## src/rtl/lut_mux_pkg.sv

```systemverilog
// Shared types and helpers for the run-time loadable truth-table evaluator.
package lut_mux_pkg;

  typedef enum logic [1:0] {
    IDLE  = 2'd0,
    LOAD  = 2'd1,
    SWEEP = 2'd2
  } state_t;

  function automatic int tbl_depth(input int n);
    return 1 << n;
  endfunction

endpackage

```

## src/rtl/lut_mux_tree.sv

```systemverilog
// Combinational 2^N_IN:1 selector built as a binary tree of 2:1 muxes.
module lut_mux_tree
  import lut_mux_pkg::*;
#(
  parameter int N_IN = 3
) (
  input  logic [tbl_depth(N_IN)-1:0] tbl,
  input  logic [N_IN-1:0]            sel,
  output logic                       y
);

  genvar gd, gi;
  generate
    // Level gd holds 2^gd nodes; the deepest level is the table itself.
    for (gd = 0; gd <= N_IN; gd++) begin : g_lvl
      logic [(1<<gd)-1:0] v;
      if (gd == N_IN) begin : g_leaf
        assign v = tbl;
      end else begin : g_node
        for (gi = 0; gi < (1 << gd); gi++) begin : g_mux
          assign v[gi] = sel[N_IN-1-gd] ? g_lvl[gd+1].v[2*gi+1] : g_lvl[gd+1].v[2*gi];
        end
      end
    end
  endgenerate

  assign y = g_lvl[0].v[0];

endmodule

```

## src/rtl/lut_mux_eval.sv

```systemverilog
// Registered truth-table evaluator: single lookups, serial table load and
// full-code sweep, all sharing one mux tree.
module lut_mux_eval
  import lut_mux_pkg::*;
#(
  parameter int                          N_IN       = 3,
  parameter logic [tbl_depth(N_IN)-1:0]  INIT_TABLE = 8'h14
) (
  input  logic            clk,
  input  logic            rst_n,
  input  logic            load_start,
  input  logic            load_bit,
  input  logic            load_valid,
  input  logic            eval_valid,
  input  logic [N_IN-1:0] eval_in,
  input  logic            sweep_start,
  output logic            out_valid,
  output logic [N_IN-1:0] out_in,
  output logic            out_y,
  output logic            busy,
  output logic            sweep_done
);

  localparam int DEPTH = tbl_depth(N_IN);

  state_t            state_reg, state_next;
  logic [DEPTH-1:0]  table_reg, shadow_reg, shadow_next;
  logic [N_IN:0]     load_cnt_reg, load_cnt_inc;
  logic [N_IN-1:0]   sweep_cnt_reg;
  logic [N_IN-1:0]   mux_sel;
  logic              mux_y;
  logic              load_last, sweep_last, eval_take, result_take;

  lut_mux_tree #(.N_IN(N_IN)) u_tree (
    .tbl (table_reg),
    .sel (mux_sel),
    .y   (mux_y)
  );

  always_comb begin
    state_next   = state_reg;
    shadow_next  = shadow_reg;
    shadow_next[load_cnt_reg[N_IN-1:0]] = load_bit;
    load_cnt_inc = load_cnt_reg + 1'b1;
    load_last    = (state_reg == LOAD) && load_valid && (load_cnt_inc == (N_IN+1)'(DEPTH));
    sweep_last   = (state_reg == SWEEP) && (sweep_cnt_reg == '1);
    eval_take    = eval_valid && (state_reg != SWEEP);
    result_take  = eval_take || (state_reg == SWEEP);
    mux_sel      = (state_reg == SWEEP) ? sweep_cnt_reg : eval_in;
    case (state_reg)
      IDLE: begin
        if (load_start)       state_next = LOAD;
        else if (sweep_start) state_next = SWEEP;
      end
      LOAD:    if (load_last)  state_next = IDLE;
      SWEEP:   if (sweep_last) state_next = IDLE;
      default: state_next = IDLE;
    endcase
  end

  assign busy = (state_reg != IDLE);

  always_ff @(posedge clk or negedge rst_n) begin
    if (!rst_n) begin
      state_reg     <= IDLE;
      table_reg     <= INIT_TABLE;
      shadow_reg    <= '0;
      load_cnt_reg  <= '0;
      sweep_cnt_reg <= '0;
      out_valid     <= 1'b0;
      out_in        <= '0;
      out_y         <= 1'b0;
      sweep_done    <= 1'b0;
    end else begin
      state_reg <= state_next;
      case (state_reg)
        IDLE: begin
          if (load_start) begin
            shadow_reg   <= '0;
            load_cnt_reg <= '0;
          end
        end
        LOAD: begin
          if (load_valid) begin
            shadow_reg   <= shadow_next;
            load_cnt_reg <= load_last ? '0 : load_cnt_inc;
          end
          // Commit includes the bit arriving on this same edge.
          if (load_last) table_reg <= shadow_next;
        end
        SWEEP:   sweep_cnt_reg <= sweep_cnt_reg + 1'b1;
        default: ;
      endcase
      out_valid  <= result_take;
      sweep_done <= sweep_last;
      if (result_take) begin
        out_in <= mux_sel;
        out_y  <= mux_y;
      end
    end
  end

endmodule

```

## config.mk

```make
export PLATFORM = sky130hd
export DESIGN_NAME = lut_mux_eval
export DESIGN_NICKNAME = d
export VERILOG_FILES = /design/src/rtl/lut_mux_pkg.sv /design/src/rtl/lut_mux_tree.sv /design/src/rtl/lut_mux_eval.sv
export SDC_FILE = /design/constraint.sdc
export NUM_CORES = 1
export LEC_CHECK = 0
export ABC_AREA = 1
export CAP_MARGIN = 20
export CORE_AREA = 2 2 42 82
export DETAILED_ROUTE_END_ITERATION = 6
export DIE_AREA = 0 0 44 84
export MAX_ROUTING_LAYER = met4
export PLACE_DENSITY = 0.74
export SYNTH_ARGS = -nofsm -noshare
export SYNTH_HDL_FRONTEND = slang
export SYNTH_SLANG_ARGS = --single-unit
export TNS_END_PERCENT = 50
```

## constraint.sdc

```tcl
create_clock -name clk -period 1.7 [get_ports clk]
set_input_delay 0.255 -clock clk [delete_from_list [all_inputs] [get_ports clk]]
set_output_delay 0.255 -clock clk [all_outputs]
set_load 0.03 [all_outputs]
```

# After elaboration in Yosys (flattened, before gate mapping)
# Index checks and enable logic that the tools add are counted.
dict set report op_classes {
  add_sub_neg 2
  mul 0
  div_mod_pow 0
  order_cmp 2
  n_eq_ne 10
  shifts 0
  muxes 23
  n_bitwise 0
  n_reduce_logical 12
}
# cell count
set ops {}
lappend ops {{$mux 8} 2}
lappend ops {{$pmux 8 s2} 1}
lappend ops {{$mux 4} 3}
lappend ops {{$ne 2x2->1 const B} 5}
lappend ops {{$bwmux 8} 1}
lappend ops {{$mux 1} 8}
lappend ops {{$mux 2} 4}
lappend ops {{$pmux 4 s2} 1}
lappend ops {{$pmux 2 s3} 1}
lappend ops {{$reduce_and 3->1} 2}
lappend ops {{$logic_and 1x1->1} 5}
lappend ops {{$add 4x1->4 const B} 1}
lappend ops {{$eq 4x4->1 const B} 1}
lappend ops {{$lt 3x4->1 const B} 1}
lappend ops {{$reduce_bool 2->1} 2}
lappend ops {{$add 3x1->3 const B} 1}
lappend ops {{$demux 1 s3} 1}
lappend ops {{$eq 3x3->1 const B} 1}
lappend ops {{$ge 3x1->1 const B} 1}
lappend ops {{$mux 3} 1}
lappend ops {{$ne 3x3->1 const B} 1}
lappend ops {{$eq 2x1->1 const B} 1}
lappend ops {{$eq 2x2->1 const B} 1}
lappend ops {{$logic_not 2->1} 1}
lappend ops {{2 further kinds} 2}
dict set report word_totals {
  register_bits 31
  latch_bits 0
  mem_bits_rw 0
  mem_bits_ro 0
  in_bits 10
  out_inout_bits 7
  elab_cells 58
  n_memories 0
}

# Longest topological paths before layout
# Gate-level depths: netlist of run 1.
dict set report logic_depth {
  word_depth 7
  depth_mapped 9
  mapped_depth_nobuf 9
}

# Hierarchy
# A second synthesis of run 1 with hierarchy kept.
dict set report unflattened {
  cells_unflattened 200
  area_unflattened_um2 1615.3
}
# module n_inst cells_each area_each_um2 seq_area_each_um2
set modules_own_cells {}
lappend modules_own_cells {lut_mux_eval 1 172 1505.2 778.2}
lappend modules_own_cells {lut_mux_tree 1 28 110.1 0.0}

# Least setup slack after synthesis of run 1
# No wires, ideal clock.
dict set report synth_timing {
  path_kind {reg-to-reg}
  startpoint {register state_reg[1]}
  endpoint {register state_reg[1]}
  setup_ps 117
  arrival_time_ps 1248
  required_ps 1583
  slack_ps 335
  path_stages_with_launch 6
  path_buffers 0
  synth_period_minus_slack_ps 1365
  path_cell_list {dfrtp_1 > nor2_1 > inv_1 > or2_2 > o21ai_2 > o21ai_2}
}
dict set report synth_via {
  elab_chain_len 5
  word_cells_on_any_way 11
  classes_between {eq/ne: 5; mux: 1; reduce/logical: 5}
}
# item line
set synth_lines {}
lappend synth_lines {{from (decl)} lut_mux_eval.sv:26} ;# state_t state_reg, state_next;
lappend synth_lines {{from (signal assigned)} lut_mux_eval.sv:75} ;# state_reg <= state_next;
lappend synth_lines {{$eq 2x1->1} {lut_mux_eval.sv:45, lut_mux_eval.sv:50}}
lappend synth_lines {{$logic_and 1x1->1 (2 in a row)} lut_mux_eval.sv:45} ;# load_last = (state_reg == LOAD) && load_valid && (load_cnt_inc == (N_IN+1)'(DEPTH));
lappend synth_lines {{$ne 2x2->1 (no source line)} n/a}
lappend synth_lines {{$reduce_and 3->1 (no source line)} n/a}
# Several ways; a longest one is shown, not always the timed one.
# A chain may end at the register's enable or synchronous reset.

# Final worst setup path of run 1
dict set report layout_timing {
  startpoint {register out_in[1]}
  endpoint {output out_in[1]}
}
# item line
set layout_rtl {}
lappend layout_rtl {{from (decl)} lut_mux_eval.sv:18} ;# output logic [N_IN-1:0] out_in,
lappend layout_rtl {{from (signal assigned)} lut_mux_eval.sv:97} ;# out_in <= mux_sel;
# No word-level cell between the ends.

==> out/metrics.yaml, run 1 <==
clock_tree:
  cts_tree: "built"
  htree_levels: 2
  cts-buffers-inserted: 5
  numClockSinks: 31
  cts_setup_buffers: 0
  root_buffer: "clkbuf_8"
  path_clk_slew_ns: 0.06
  cts_buffer_depth: 2
  clk_latency_ns: 0.28
setup_path:
  start_kind: "register"
  worstReg2RegEnd: "load_cnt_reg[0]"
  cp_slowest_cell: "clkdlybuf4s50_1"
  end_kind: "primary output"
  arrival_ns: 1.29
  r2r_slack_ns: 0.22
  cp_cell_sequence: "clkdlybuf4s50_1"
  worstPathRequired_ns: 1.44
  path_class: "reg -> out"
  path_buf_inv: 1
  cp_num_cells: 1
  r2r_cells: 8
  cpPeakStageDelay_ns: 0.67
  cp_max_fo: 2
  critPathLaunch: "out_in[1]"
  crit_end: "out_in[1]"
  cp_top_family: "buffers and inverters"
  reg2reg_from: "load_cnt_reg[0]"
placed_design:
  gp_congestion: 0.866
  dp_hpwl_mm: 2.36
  io_buffers: 16
  pre_cts_ws_ns: 0.201
floorplan:
  die_w_um: 44
  std_cell_rows: 29
  die_h_um: 84
  initial_core_util_pct: 51.2
  core_mm2: 0.00312
  dieArea_mm2: 0.00370
  ios: 17
grt:
  grt_pass1_wl_mm: 5.41
  grt_usage_pct: 20.4
  gr-total-overflow: 0
  grt_pass1_vias: 1295
  grt_antenna_before_repair: 0
  grt_max_degree: 32
drt:
  via_count: 1303
  wl_per_cell_um: 12.8
  wl_mm: 3.10
  initialDrtViolationCount: 32
  drtAntennaViolNets: 0
  drt_pre_antenna_iters: 4
  viasPerCell: 5.38
  drcViolationCount: 0
logic_synthesis:
  syn_avg_cell_area_um2: 8.55
  ys_seq_area_share_pct: 48.7
  yosysTopAreaCellShare_pct: 45.4
  synth-seq-cells: 31
  syn_nets: 200
  async_reset_ff_share_pct: 100
  ys_types: 26
  synth_area_mm2: 0.00160
  yosysTopAreaCell: "dfrtp_1"
  synth_area_leaders: "dfrtp_1, nand2_1, nand3_1, nand2_4, o21ai_2"
  synth_warnings: 0
  yosys_most_used_dff: "dfrtp_1"
  synth_edf_count: 0
  synth_cells: 187
finish:
  seqCellArea_um2: 778
  multi_input_area_um2: 724
  final_common_cell: "nand2_1"
  area_delta_synth_final_pct: 19.6
  antenna_cells: 0
  fillers: 275
  layout-drive-gt1-share_pct: 18.0
  nNetsFinal: 223
  layout_common_cells: "nand2_1, dfrtp_1, inv_1, nand3_1, clkdlybuf4s50_1"
run_status:
  status: "finished, final reports clean"
timing:
  setup_tns_ns: 0
  worst_pin_slew_ns: 0.391
  rsz0062_at_grt: "no"
  fin_crit_ns: 1.54
  final_hold_viol_count: 0
  clock_skew_ns: 0.00202
  fmax_mhz: 648
  maxSlewViolCount: 0
  post-route-worst-setup-slack_ns: 0.158
  maxSlewHeadroom_pct: 73.9
  final-setup-viol-count: 0
  min_period_over_period_pct: 90.7
hold_path:
  min_path_type: "in -> async"
power_and_ir_drop:
  p_leak_nw: 0.954
  power.total_mw: 2.98
  powerDensity_mw_per_mm2: 1560
  ir_drop_mv: 1.04
run:
  drv_cap: 0
## synthesized netlist by cell type, types with 6 or more instances
master / n
o21ai_0: 10
o21ai_2: 7
nor2_1: 8
nand3_1: 15
inv_1: 16
nand2_1: 60
dfrtp_1: 29
nand2_4: 6
a21oi_1: 7
## where the power goes
group | internal (mW) | switching (mW) | leakage [nW]
registers | 0.924 | 0.155 | 0.404
clock network | 0.474 | 0.264 | 0.0612
logic | 0.415 | 0.747 | 0.488
total | 1.81 | 1.17 | 0.954
## worst min-delay path by stage
stage / start / end / slack (ns) / cells after the start
after global placement: shadow_reg[1] / shadow_reg[1] / 0.46 / 2
after detailed placement: table_reg[2] / table_reg[2] / 0.47 / 2
after floorplan: rst_n / load_cnt_reg[0] / -0.04 / 0
final: rst_n / sweep_cnt_reg[0] / 0.37 / 2
after global routing: rst_n / sweep_cnt_reg[0] / 0.41 / 2
after CTS: rst_n / out_in[1] / 0.39 / 2
## logic make-up after synthesis
family | Yosys count | share of synthesized area [%]
flip-flops | 31 | 48.7
AO/OA/AOI/OAI | 31 | 12.3
buffers and inverters | 22 | 6.02
adder cells (fa/ha/maj) | 3 | 2.35
AND/OR/NAND/NOR | 100 | 30.7
## what timing repair did
action	CTS	global route
resized for setup	1	0
setup endpoints to repair	1	0
hold buffers	0	0
## metal layers
metal	vias up	track usage (%)	wire, um
met4	0	12.1	89
met2	38	34.8	1790
met5	-	-	0
met3	7	4.76	125
li1	647	-	-
met1	611	19.6	1090
## through the flow
| stage | utilization [%] | cell area (um^2) | instances | hold WS (ns) |
|---|---|---|---|---|
| 6_report | 61.3 | 1910 | 242 | 0.371 |
| 2_1_floorplan | - | 1600 | 187 | -0.0406 |
| 4_1_cts | 61.3 | 1910 | 242 | 0.385 |
| 5_1_grt | 61.3 | 1910 | 242 | 0.408 |
| 3_3_place_gp | 57.6 | 1800 | 234 | 0.464 |
| 3_5_place_dp | 57.6 | 1800 | 234 | 0.469 |
## cell type report
| type | count | area share (%) |
|---|---|---|
| timing repair buffer | 18 | 9.09 |
| multi-input combinational | 134 | 37.9 |
| clock inverter | 2 | 1.83 |
| tap | 31 | 2.03 |
| clock buffer | 6 | 4.32 |
| inverter | 20 | 4.19 |
| sequential | 31 | 40.7 |
No activity file was read; power rests on OpenSTA's default activity.
==> run 2: changes to the inputs <==
CAP_MARGIN = default   (was 20)
HOLD_SLACK_MARGIN = 0.1   (was default)
==> results of run 2 <==
No change in the layout: final DEF, timing and power equal those of run 1.
==> run 3: changes to the inputs <==
CORE_AREA = 2 2 41 80   (was 2 2 42 82)
CTS_BUF_LIST = sky130_fd_sc_hd__clkbuf_4   (was default)
DIE_AREA = 0 0 43 82   (was 0 0 44 84)
PLACE_DENSITY = 0.77   (was 0.74)
==> run 3 against run 2 <==
Non-clock buffer count stayed put. Largest cell class unchanged. Highest routed layer unchanged. Register-to-register slack hardly changed. Hold slack worse by 0.077 ns.
==> out/metrics.yaml, run 3 (synthesized netlist as in run 1, its figures left out) <==
clock_tree:
  cts_tree: "built"
  hold_buffers: 0
  cts-buffers-inserted: 5
  numClockSinks: 31
  cts_setup_buffers: 0
  htree_levels: 2
  clk_latency_ns: 0.34
  root_buffer: "clkbuf_4"
  path_clk_slew_ns: 0.10
  cts_resized: 1
  cts_buffer_depth: 2
drt:
  wl_mm: 3.18
  drcViolationCount: 0
  drt_pre_antenna_iters: 4
  initialDrtViolationCount: 48
  via_count: 1302
  viasPerCell: 5.40
  wl_per_cell_um: 13.2
  drtAntennaViolNets: 0
grt:
  grt_antenna_before_repair: 0
  gr-total-overflow: 0
  grt_pass1_wl_mm: 5.55
  grt_max_degree: 32
  grt_usage_pct: 22.0
  grt_pass1_vias: 1318
power_and_ir_drop:
  p_leak_nw: 0.935
  power.total_mw: 2.82
  pwr-share-seq_pct: 38.5
  p_int_mw: 1.64
  clockPowerShare_pct: 20.1
  ir_drop_mv: 0.924
  comb_power_share_pct: 41.4
  swShare_pct: 41.8
  powerDensity_mw_per_mm2: 1510
  power_switching_mw: 1.18
floorplan:
  ios: 17
  initial_core_util_pct: 54.3
  die_w_um: 43
  dieArea_mm2: 0.00353
  core_mm2: 0.00294
  die_h_um: 82
  std_cell_rows: 28
timing:
  final-setup-viol-count: 0
  setup_tns_ns: 0
  maxSlewViolCount: 0
  worst_pin_slew_ns: 0.389
  min_period_over_period_pct: 95.7
  final_hold_viol_count: 0
  hold_slack_ns: 0.294
  rsz0062_at_grt: "no"
  fmax_mhz: 615
  fin_crit_ns: 1.63
  maxSlewHeadroom_pct: 74.1
  clock_skew_ns: 0.00795
run:
  drv_cap: 0
setup_path:
  path_class: "reg -> out"
  cp_slowest_cell: "clkdlybuf4s50_1"
  cpPeakStageDelay_ns: 0.67
  cp_cell_sequence: "clkdlybuf4s50_1"
  arrival_ns: 1.37
  end_kind: "primary output"
  path_buf_inv: 1
  cp_top_family: "buffers and inverters"
  start_kind: "register"
  cp_max_fo: 2
  worstPathRequired_ns: 1.44
hold_path:
  min_path_type: "in -> async"
finish:
  final_util_pct: 63.6
  fillers: 264
  layout-drive-gt1-share_pct: 17.5
  layout_common_cells: "nand2_1, dfrtp_1, inv_1, nand3_1, clkdlybuf4s50_1"
  antenna_cells: 0
  area_delta_synth_final_pct: 17.0
  nNetsFinal: 223
  final_common_cell: "nand2_1"
run_status:
  status: "finished, final reports clean"
placed_design:
  io_buffers: 16
  dp_hpwl_mm: 2.36
  gp_congestion: 0.909
[run 3: changes by cell type in the layout (fill, tap and decap cells not counted), sizes merged]
cell    before  now
clkbuf       6    5
clkinv       2    3
[run 3: metal layers]
layer	up-vias	track usage, %	share of wire (%)
li1	656	-	-
met1	614	20.6	38
met2	26	39.2	55
met3	6	5.93	3.4
met4	0	12.4	2.8
met5	-	-	0
[run 3: worst register-to-register path: cells and delay by family, from the launching register on]
kind,cells,cell delay [ns]
adder cells (fa/ha/maj),1,0.22
flip-flops,1,0.50
AO/OA/AOI/OAI,1,0.05
AND/OR/NAND/NOR,6,0.62
[run 3: cell type report]
class	instances	area (um^2)	area share [%]
well taps	30	37.5	2.01
flip-flops and latches	31	778	41.6
clock buffers	5	37.5	2.01
inverters	20	80.1	4.28
clock inverters	3	38.8	2.07
multi-input cells	134	724	38.7
repair buffers	18	174	9.30
[run 3: final timing paths]
| check | from | to | slack (ns) | depth (start not counted) |
|---|---|---|---|---|
| worst max-delay path | out_in[0] | out_in[0] | 0.07 | 1 |
| worst min-delay path | rst_n | shadow_reg[7] | 0.29 | 2 |
| worst max register to register | load_cnt_reg[0] | load_cnt_reg[3] | 0.21 | 8 |
| worst min register to register | table_reg[1] | table_reg[1] | 0.49 | 2 |
| max in group asynchronous | rst_n | table_reg[4] | 1.09 | 2 |
| min in group clk | table_reg[1] | table_reg[1] | 0.49 | 2 |
[run 3: per-stage QoR]
step	instance area (um^2)	cells	setup WS [ns]
after detailed placement	1800	233	0.209
after floorplan	1600	187	0.335
after global placement	1800	233	0.229
after global routing	1870	241	0.0161
after CTS	1870	241	0.0530
final	1870	241	0.0735
[run 3: power by group through the flow]
stage | combinational [mW] | clock, mW | sequential [mW]
2_1_floorplan | 0.773 | 0 | 1.14
3_3_place_gp | 1.13 | 0 | 1.08
3_5_place_dp | 1.18 | 0 | 1.10
4_1_cts | 1.17 | 0.575 | 1.08
5_1_grt | 1.31 | 0.606 | 1.10
6_report | 1.17 | 0.566 | 1.08
